## config.mk

```make
export PLATFORM = sky130hd
export DESIGN_NAME = dmem_arbiter
export DESIGN_NICKNAME = d
export VERILOG_FILES = /design/src/rtl/dmem_arb_pkg.sv /design/src/rtl/dmem_arb_picker.sv /design/src/rtl/dmem_arbiter.sv
export SDC_FILE = /design/constraint.sdc
export NUM_CORES = 1
export LEC_CHECK = 0
export ABC_AREA = 1
export CORE_ASPECT_RATIO = 1.75
export CORE_MARGIN = 2
export CORE_UTILIZATION = 34
export DETAILED_ROUTE_END_ITERATION = 6
export GPL_ROUTABILITY_DRIVEN = 1
export PLACE_DENSITY = 0.67
export REMOVE_ABC_BUFFERS = 1
export SYNTH_ARGS = -nofsm -noshare
export SYNTH_HDL_FRONTEND = slang
export SYNTH_HIERARCHICAL = 1
export SYNTH_SLANG_ARGS = --single-unit
export TNS_END_PERCENT = 10
```

## constraint.sdc

```tcl
create_clock -name clock -period 13.48 [get_ports clock]
set_input_delay 4.044 -clock clock [delete_from_list [all_inputs] [get_ports clock]]
set_output_delay 4.044 -clock clock [all_outputs]
set_load 0.03 [all_outputs]
```

## src/rtl/dmem_arb_pkg.sv

```systemverilog
// Shared types and constants for the data-memory arbiter.
//   state_e    : sequencer states (IDLE, ACCESS, WAIT, RESP)
//   port_t     : requester index, 0 = CPU MEM-stage port, 1 = loader/debug port
//   ADDR_W_DEF : default word address width (128 words)
//   DATA_W_DEF : default data width
//   CNT_W      : latency counter width, covers MEM_LAT up to 7
package dmem_arb_pkg;

  localparam int ADDR_W_DEF = 7;
  localparam int DATA_W_DEF = 32;
  localparam int CNT_W      = 3;

  typedef enum logic [1:0] {
    ST_IDLE   = 2'd0,
    ST_ACCESS = 2'd1,
    ST_WAIT   = 2'd2,
    ST_RESP   = 2'd3
  } state_e;

  typedef logic port_t;

  localparam port_t PORT0 = 1'b0;
  localparam port_t PORT1 = 1'b1;

endpackage

```

## src/rtl/dmem_arb_picker.sv

```systemverilog
// Grant selection between the two requesters.
// Build option: DMEM_ARB_RR_EN selects round-robin; otherwise fixed priority
// with port 0 always winning contention.
// Ports:
//   clock, reset       : clock and async active-high reset (last-grant pointer)
//   valid0_i, valid1_i : request valids
//   accept_i           : a request is being accepted this cycle
//   grant_o            : selected port, meaningful only when a valid is high
module dmem_arb_picker
  import dmem_arb_pkg::*;
(
  input  logic  clock,
  input  logic  reset,
  input  logic  valid0_i,
  input  logic  valid1_i,
  input  logic  accept_i,
  output port_t grant_o
);

`ifdef DMEM_ARB_RR_EN
  port_t last_q, last_d;

  always_comb begin
    grant_o = PORT0;
    if (valid0_i && valid1_i) begin
      grant_o = ~last_q;
    end else if (valid1_i) begin
      grant_o = PORT1;
    end
    last_d = accept_i ? grant_o : last_q;
  end

  // Pointer resets to port 1 so that port 0 wins the first contention.
  always_ff @(posedge clock or posedge reset) begin
    if (reset) begin
      last_q <= PORT1;
    end else begin
      last_q <= last_d;
    end
  end
`else
  logic unused_pick;

  assign grant_o     = valid0_i ? PORT0 : PORT1;
  assign unused_pick = clock ^ reset ^ accept_i ^ valid1_i;
`endif

endmodule

```

## src/rtl/dmem_arbiter.sv

```systemverilog
// Two-port sequencer/arbiter in front of the single-port data memory.
// One transaction at a time: accept in IDLE, one mem_en cycle, wait out
// MEM_LAT, then a one-cycle response to the granted port.
// Build option: DMEM_ARB_RR_EN (round-robin grant, see dmem_arb_picker).
//
// state  | meaning
// IDLE   | waiting for a request, ready is combinational from the valids
// ACCESS | mem_en high for exactly this cycle
// WAIT   | counting down the memory latency, capture rdata when count is 1
// RESP   | resp_valid to the granted port
//
// Ports:
//   clock, reset                 : clock, async active-high reset
//   reqN_valid/we/addr/wdata     : request from port N (0 = CPU, 1 = loader)
//   reqN_ready                   : request accepted this cycle
//   respN_valid, respN_rdata     : completion pulse and read data (0 for writes)
//   mem_en/we/addr/wdata, rdata  : memory interface, outputs registered
//   busy                         : any state other than IDLE
module dmem_arbiter
  import dmem_arb_pkg::*;
#(
  parameter int ADDR_W  = ADDR_W_DEF,
  parameter int DATA_W  = DATA_W_DEF,
  parameter int MEM_LAT = 1
) (
  input  logic              clock,
  input  logic              reset,
  input  logic              req0_valid,
  input  logic              req0_we,
  input  logic [ADDR_W-1:0] req0_addr,
  input  logic [DATA_W-1:0] req0_wdata,
  output logic              req0_ready,
  input  logic              req1_valid,
  input  logic              req1_we,
  input  logic [ADDR_W-1:0] req1_addr,
  input  logic [DATA_W-1:0] req1_wdata,
  output logic              req1_ready,
  output logic              resp0_valid,
  output logic [DATA_W-1:0] resp0_rdata,
  output logic              resp1_valid,
  output logic [DATA_W-1:0] resp1_rdata,
  output logic              mem_en,
  output logic              mem_we,
  output logic [ADDR_W-1:0] mem_addr,
  output logic [DATA_W-1:0] mem_wdata,
  input  logic [DATA_W-1:0] mem_rdata,
  output logic              busy
);

  localparam logic [CNT_W-1:0] LAT_CNT = CNT_W'(MEM_LAT);

  state_e            state_q, state_d;
  port_t             pick, grant_q, grant_d;
  logic              accept, last_wait;
  logic              we_q, we_d;
  logic              mem_en_q, mem_en_d, mem_we_q, mem_we_d;
  logic [ADDR_W-1:0] addr_q, addr_d;
  logic [DATA_W-1:0] wdata_q, wdata_d;
  logic [DATA_W-1:0] cap0_q, cap0_d, cap1_q, cap1_d;
  logic [CNT_W-1:0]  cnt_q, cnt_d;

  assign accept    = (state_q == ST_IDLE) && (req0_valid || req1_valid);
  assign last_wait = (state_q == ST_WAIT) && (cnt_q == CNT_W'(1));

  dmem_arb_picker u_picker (
    .clock    (clock),
    .reset    (reset),
    .valid0_i (req0_valid),
    .valid1_i (req1_valid),
    .accept_i (accept),
    .grant_o  (pick)
  );

  always_ff @(posedge clock or posedge reset) begin
    if (reset) begin
      state_q  <= ST_IDLE;
      grant_q  <= PORT0;
      we_q     <= 1'b0;
      addr_q   <= '0;
      wdata_q  <= '0;
      mem_en_q <= 1'b0;
      mem_we_q <= 1'b0;
      cnt_q    <= '0;
      cap0_q   <= '0;
      cap1_q   <= '0;
    end else begin
      state_q  <= state_d;
      grant_q  <= grant_d;
      we_q     <= we_d;
      addr_q   <= addr_d;
      wdata_q  <= wdata_d;
      mem_en_q <= mem_en_d;
      mem_we_q <= mem_we_d;
      cnt_q    <= cnt_d;
      cap0_q   <= cap0_d;
      cap1_q   <= cap1_d;
    end
  end

  always_comb begin
    state_d = state_q;
    case (state_q)
      ST_IDLE:   if (accept) state_d = ST_ACCESS;
      ST_ACCESS: state_d = ST_WAIT;
      ST_WAIT:   if (last_wait) state_d = ST_RESP;
      ST_RESP:   state_d = ST_IDLE;
      default:   state_d = ST_IDLE;
    endcase
  end

  // Payload latch, memory strobes and read capture. mem_en/mem_we are set
  // on the accept edge so they are high exactly for the ACCESS cycle.
  always_comb begin
    grant_d  = grant_q;
    we_d     = we_q;
    addr_d   = addr_q;
    wdata_d  = wdata_q;
    mem_en_d = 1'b0;
    mem_we_d = 1'b0;
    cnt_d    = cnt_q;
    cap0_d   = cap0_q;
    cap1_d   = cap1_q;
    if (accept) begin
      grant_d  = pick;
      we_d     = (pick == PORT1) ? req1_we    : req0_we;
      addr_d   = (pick == PORT1) ? req1_addr  : req0_addr;
      wdata_d  = (pick == PORT1) ? req1_wdata : req0_wdata;
      mem_en_d = 1'b1;
      mem_we_d = (pick == PORT1) ? req1_we    : req0_we;
    end
    if (state_q == ST_ACCESS) begin
      cnt_d = LAT_CNT;
    end else if (state_q == ST_WAIT) begin
      cnt_d = cnt_q - CNT_W'(1);
    end
    // Per-port capture keeps each port's rdata stable between its responses.
    if (last_wait) begin
      if (grant_q == PORT1) begin
        cap1_d = we_q ? '0 : mem_rdata;
      end else begin
        cap0_d = we_q ? '0 : mem_rdata;
      end
    end
  end

  always_comb begin
    busy        = (state_q != ST_IDLE);
    req0_ready  = accept && (pick == PORT0);
    req1_ready  = accept && (pick == PORT1);
    resp0_valid = (state_q == ST_RESP) && (grant_q == PORT0);
    resp1_valid = (state_q == ST_RESP) && (grant_q == PORT1);
    resp0_rdata = cap0_q;
    resp1_rdata = cap1_q;
    mem_en      = mem_en_q;
    mem_we      = mem_we_q;
    mem_addr    = addr_q;
    mem_wdata   = wdata_q;
  end

endmodule

```

==> results by group <==
Critical path
  • CP arrival: 6.17 ns
  • Worst R2R End: mem_addr[1]
  • CP max FO: 42
  • R2r worst-path depth: 7
  • Worst setup EP type: output pin
  • Crit path kind: in -> out
  • Worst path required time: 9.44 ns
  • Kind of start point of the critical path: primary input
  • Worst R2R Setup Slack: 11.80 ns
  • Worst r2r src: state_q[0]

Hold path
  • Hold Path Stages: 2
  • Worst min path class: reg -> reg
  • Hold path start: resp1_rdata[19]
  • Hold Path Sink: resp1_rdata[19]

Die
  • Width of the chip: 96.7 um
  • Die height: 166 um
  • Row cnt: 59
  • Starting density of the core: 0.346
  • Ports: 226
  • Core Box Area: 14800 um^2
  • Die area: 16100 um^2

Global route
  • First-pass GRT wire length: 24100 um
  • Vias in the first global route: 4906
  • Pin count of the biggest net entering global routing: 63
  • All-Layer GR Usage: 0.184
  • Initial antenna violation count: 0
  • Overflow left after global routing: 0

STA
  • Maximum clock rate: 97.9 MHz
  • Final setup vio count: 0
  • Final worst path period need: 10.21 ns
  • Slew Limit Headroom: 0.486
  • Setup TNS: 0 ns
  • Clock skew: 0.0130 ns
  • Final Max Slew Viols: 0
  • Fin. Hold Viols: 0
  • Final period utilization: 0.758
  • Unrepaired setup endpoints after global routing: no
  • Worst-Margin Slew: 0.771 ns

Route
  • Routed wl met2: 7970 um
  • Top routing layer in use: met4
  • Drt drc: 0
  • Routed Antenna Nets: 0
  • Via count: 4868
  • TritonRoute pass-1 iters: 4
  • First DRT Iteration DRCs: 101
  • Vias per std cell: 4.43
  • Final WL: 14600 um
  • Met1 WL: 5540 um
  • Wire per inst: 13.3 um
  • Met3 wire length: 771 um

Synthesis
  • Yosys top cell by area: dfrtp_1
  • Most used DFF post-synth: dfrtp_1
  • Synthesis Warnings: 6
  • Post-Synthesis Cells: 697
  • Synth top cells by count: 446 x nand2_1, 112 x dfrtp_1, 43 x inv_1
  • Post-synth cell types: 14
  • Top cell type's share of synthesized area: 0.548
  • Area contributors post-synth: dfrtp_1 55%, nand2_1 33%, inv_1 3.2%
  • Yosys reg bits: 112
  • Post-Syn Area: 5110 um^2
  • Register area share after synthesis: 0.548
  • FFs w/ async S/R, synth: 1.00
  • Average size of a mapped cell: 7.33 um^2
  • Post-synth EDFFs: 0
  • Most common cell in the netlist: nand2_1

Placement
  • Number of buffers added on ports: 225
  • Detail Placement HPWL: 10300 um
  • RD Place Congestion: 0.776
  • Placed Instances: 1082

Clock network
  • CTS resizes: 0
  • CTS root buf: clkbuf_16
  • Clk slew on worst S/H paths: 0.07 ns
  • Clock sinks: 112
  • Max clock buf depth: 2
  • CTS tree: yes
  • CTS Buf Count: 9
  • H-tree Lvls: 3
  • Clk_lat worst skew: 0.34 ns
  • CTS hold repair buffers: 0
  • Setup Buffers After CTS: 0

Status
  • Status: finished clean

Run
  • Max_cap viols: 0

Power
  • Worst VDD drop: 104 uV
  • Power per cell area: 244 nW/um^2
  • Leakage: 4.08 nW
  • Total design power: 1.91 mW

Finish
  • Nets: 1033
  • ANT cells: 0
  • Fin cells: 1098
  • Layout cells sized above 1: 0.0361
  • Fillers: 1425
  • Area Growth Syn to Fin: 53.4%
[layout make-up]
cell class,instances,area (um^2),area share
tap,183,229,0.0292
sequential,112,2800,0.358
multi-input combinational,507,2000,0.255
clock inverter,5,63.8,0.00814
clock buffer,11,243,0.0310
timing repair buffer,235,2330,0.297
inverter,45,171,0.0219
[worst max path at each step]
| stage | endpoint | start | cells past startpoint | slack [ns] |
|---|---|---|---|---|
| after floorplan | req1_ready | req0_valid | 3 | 3.60 |
| after global placement | req1_ready | req0_valid | 7 | 3.28 |
| after detailed placement | req1_ready | req0_valid | 7 | 3.28 |
| after CTS | req1_ready | req0_valid | 7 | 3.26 |
| after global routing | req1_ready | req0_valid | 7 | 3.13 |
| final | req1_ready | req0_valid | 7 | 3.27 |
[cells in the final DEF (no fill, tap or decap), drive strengths merged]
cell             n
nor2            44
nand4            2
dfrtp          112
inv             46
bufinv           1
clkdlybuf4s50  225
clkbuf          11
nand2          446
clkinv           2
ha               7
buf             10
nand3            3
o21ai            4
clkinvlp         1
or2              1
[flip-flops by register name (all words and copies together) (netlist names)]
| register | flops |
|---|---|
| mem_wdata | 32 |
| cnt_q | 3 |
| resp1_rdata | 32 |
| state_q | 2 |
| we_q | 1 |
| grant_q | 1 |
| mem_en | 1 |
| resp0_rdata | 32 |
| mem_we | 1 |
| mem_addr | 7 |
[cell families (layout without fill, tap and decap cells)]
logic type	after synthesis	after routing	synth area share
and+or+nand+nor	496	496	0.368
AOI/OAI and AO/OA	4	4	0.00465
DFF	112	112	0.548
buffers and inverters	78	296	0.0617
adders and majority gates	7	7	0.0171
[stage by stage]
step                hold WS [ns]  area (um^2)  worst slack (ns)   util
floorplan                  0.490         4960              3.60      -
global placement           0.461         7530              3.28  0.510
detailed placement         0.464         7530              3.28  0.510
CTS                        0.484         7840              3.26  0.531
global route               0.504         7840              3.13  0.531
finish                     0.477         7840              3.27  0.531
[where the power goes]
group / switching (mW) / internal [mW] / leakage, nW
clock network: 0.123 / 0.151 / 0.146
registers: 0.0937 / 0.502 / 1.36
logic: 0.629 / 0.410 / 2.57
[critical path, stage by stage]
cell	delay, ns
clkdlybuf4s50_1	0.47
inv_1	0.08
buf_4	0.37
inv_1	0.07
buf_4	0.27
nor2_1	0.15
clkdlybuf4s50_1	0.68
[layer usage]
metal / GRT usage / up-vias
met5: 0 / -
met4: 0.0570 / 0
met3: 0.0408 / 21
met2: 0.345 / 162
met1: 0.204 / 2216
li1: - / 2469
Power figures use the tool's default switching activity.
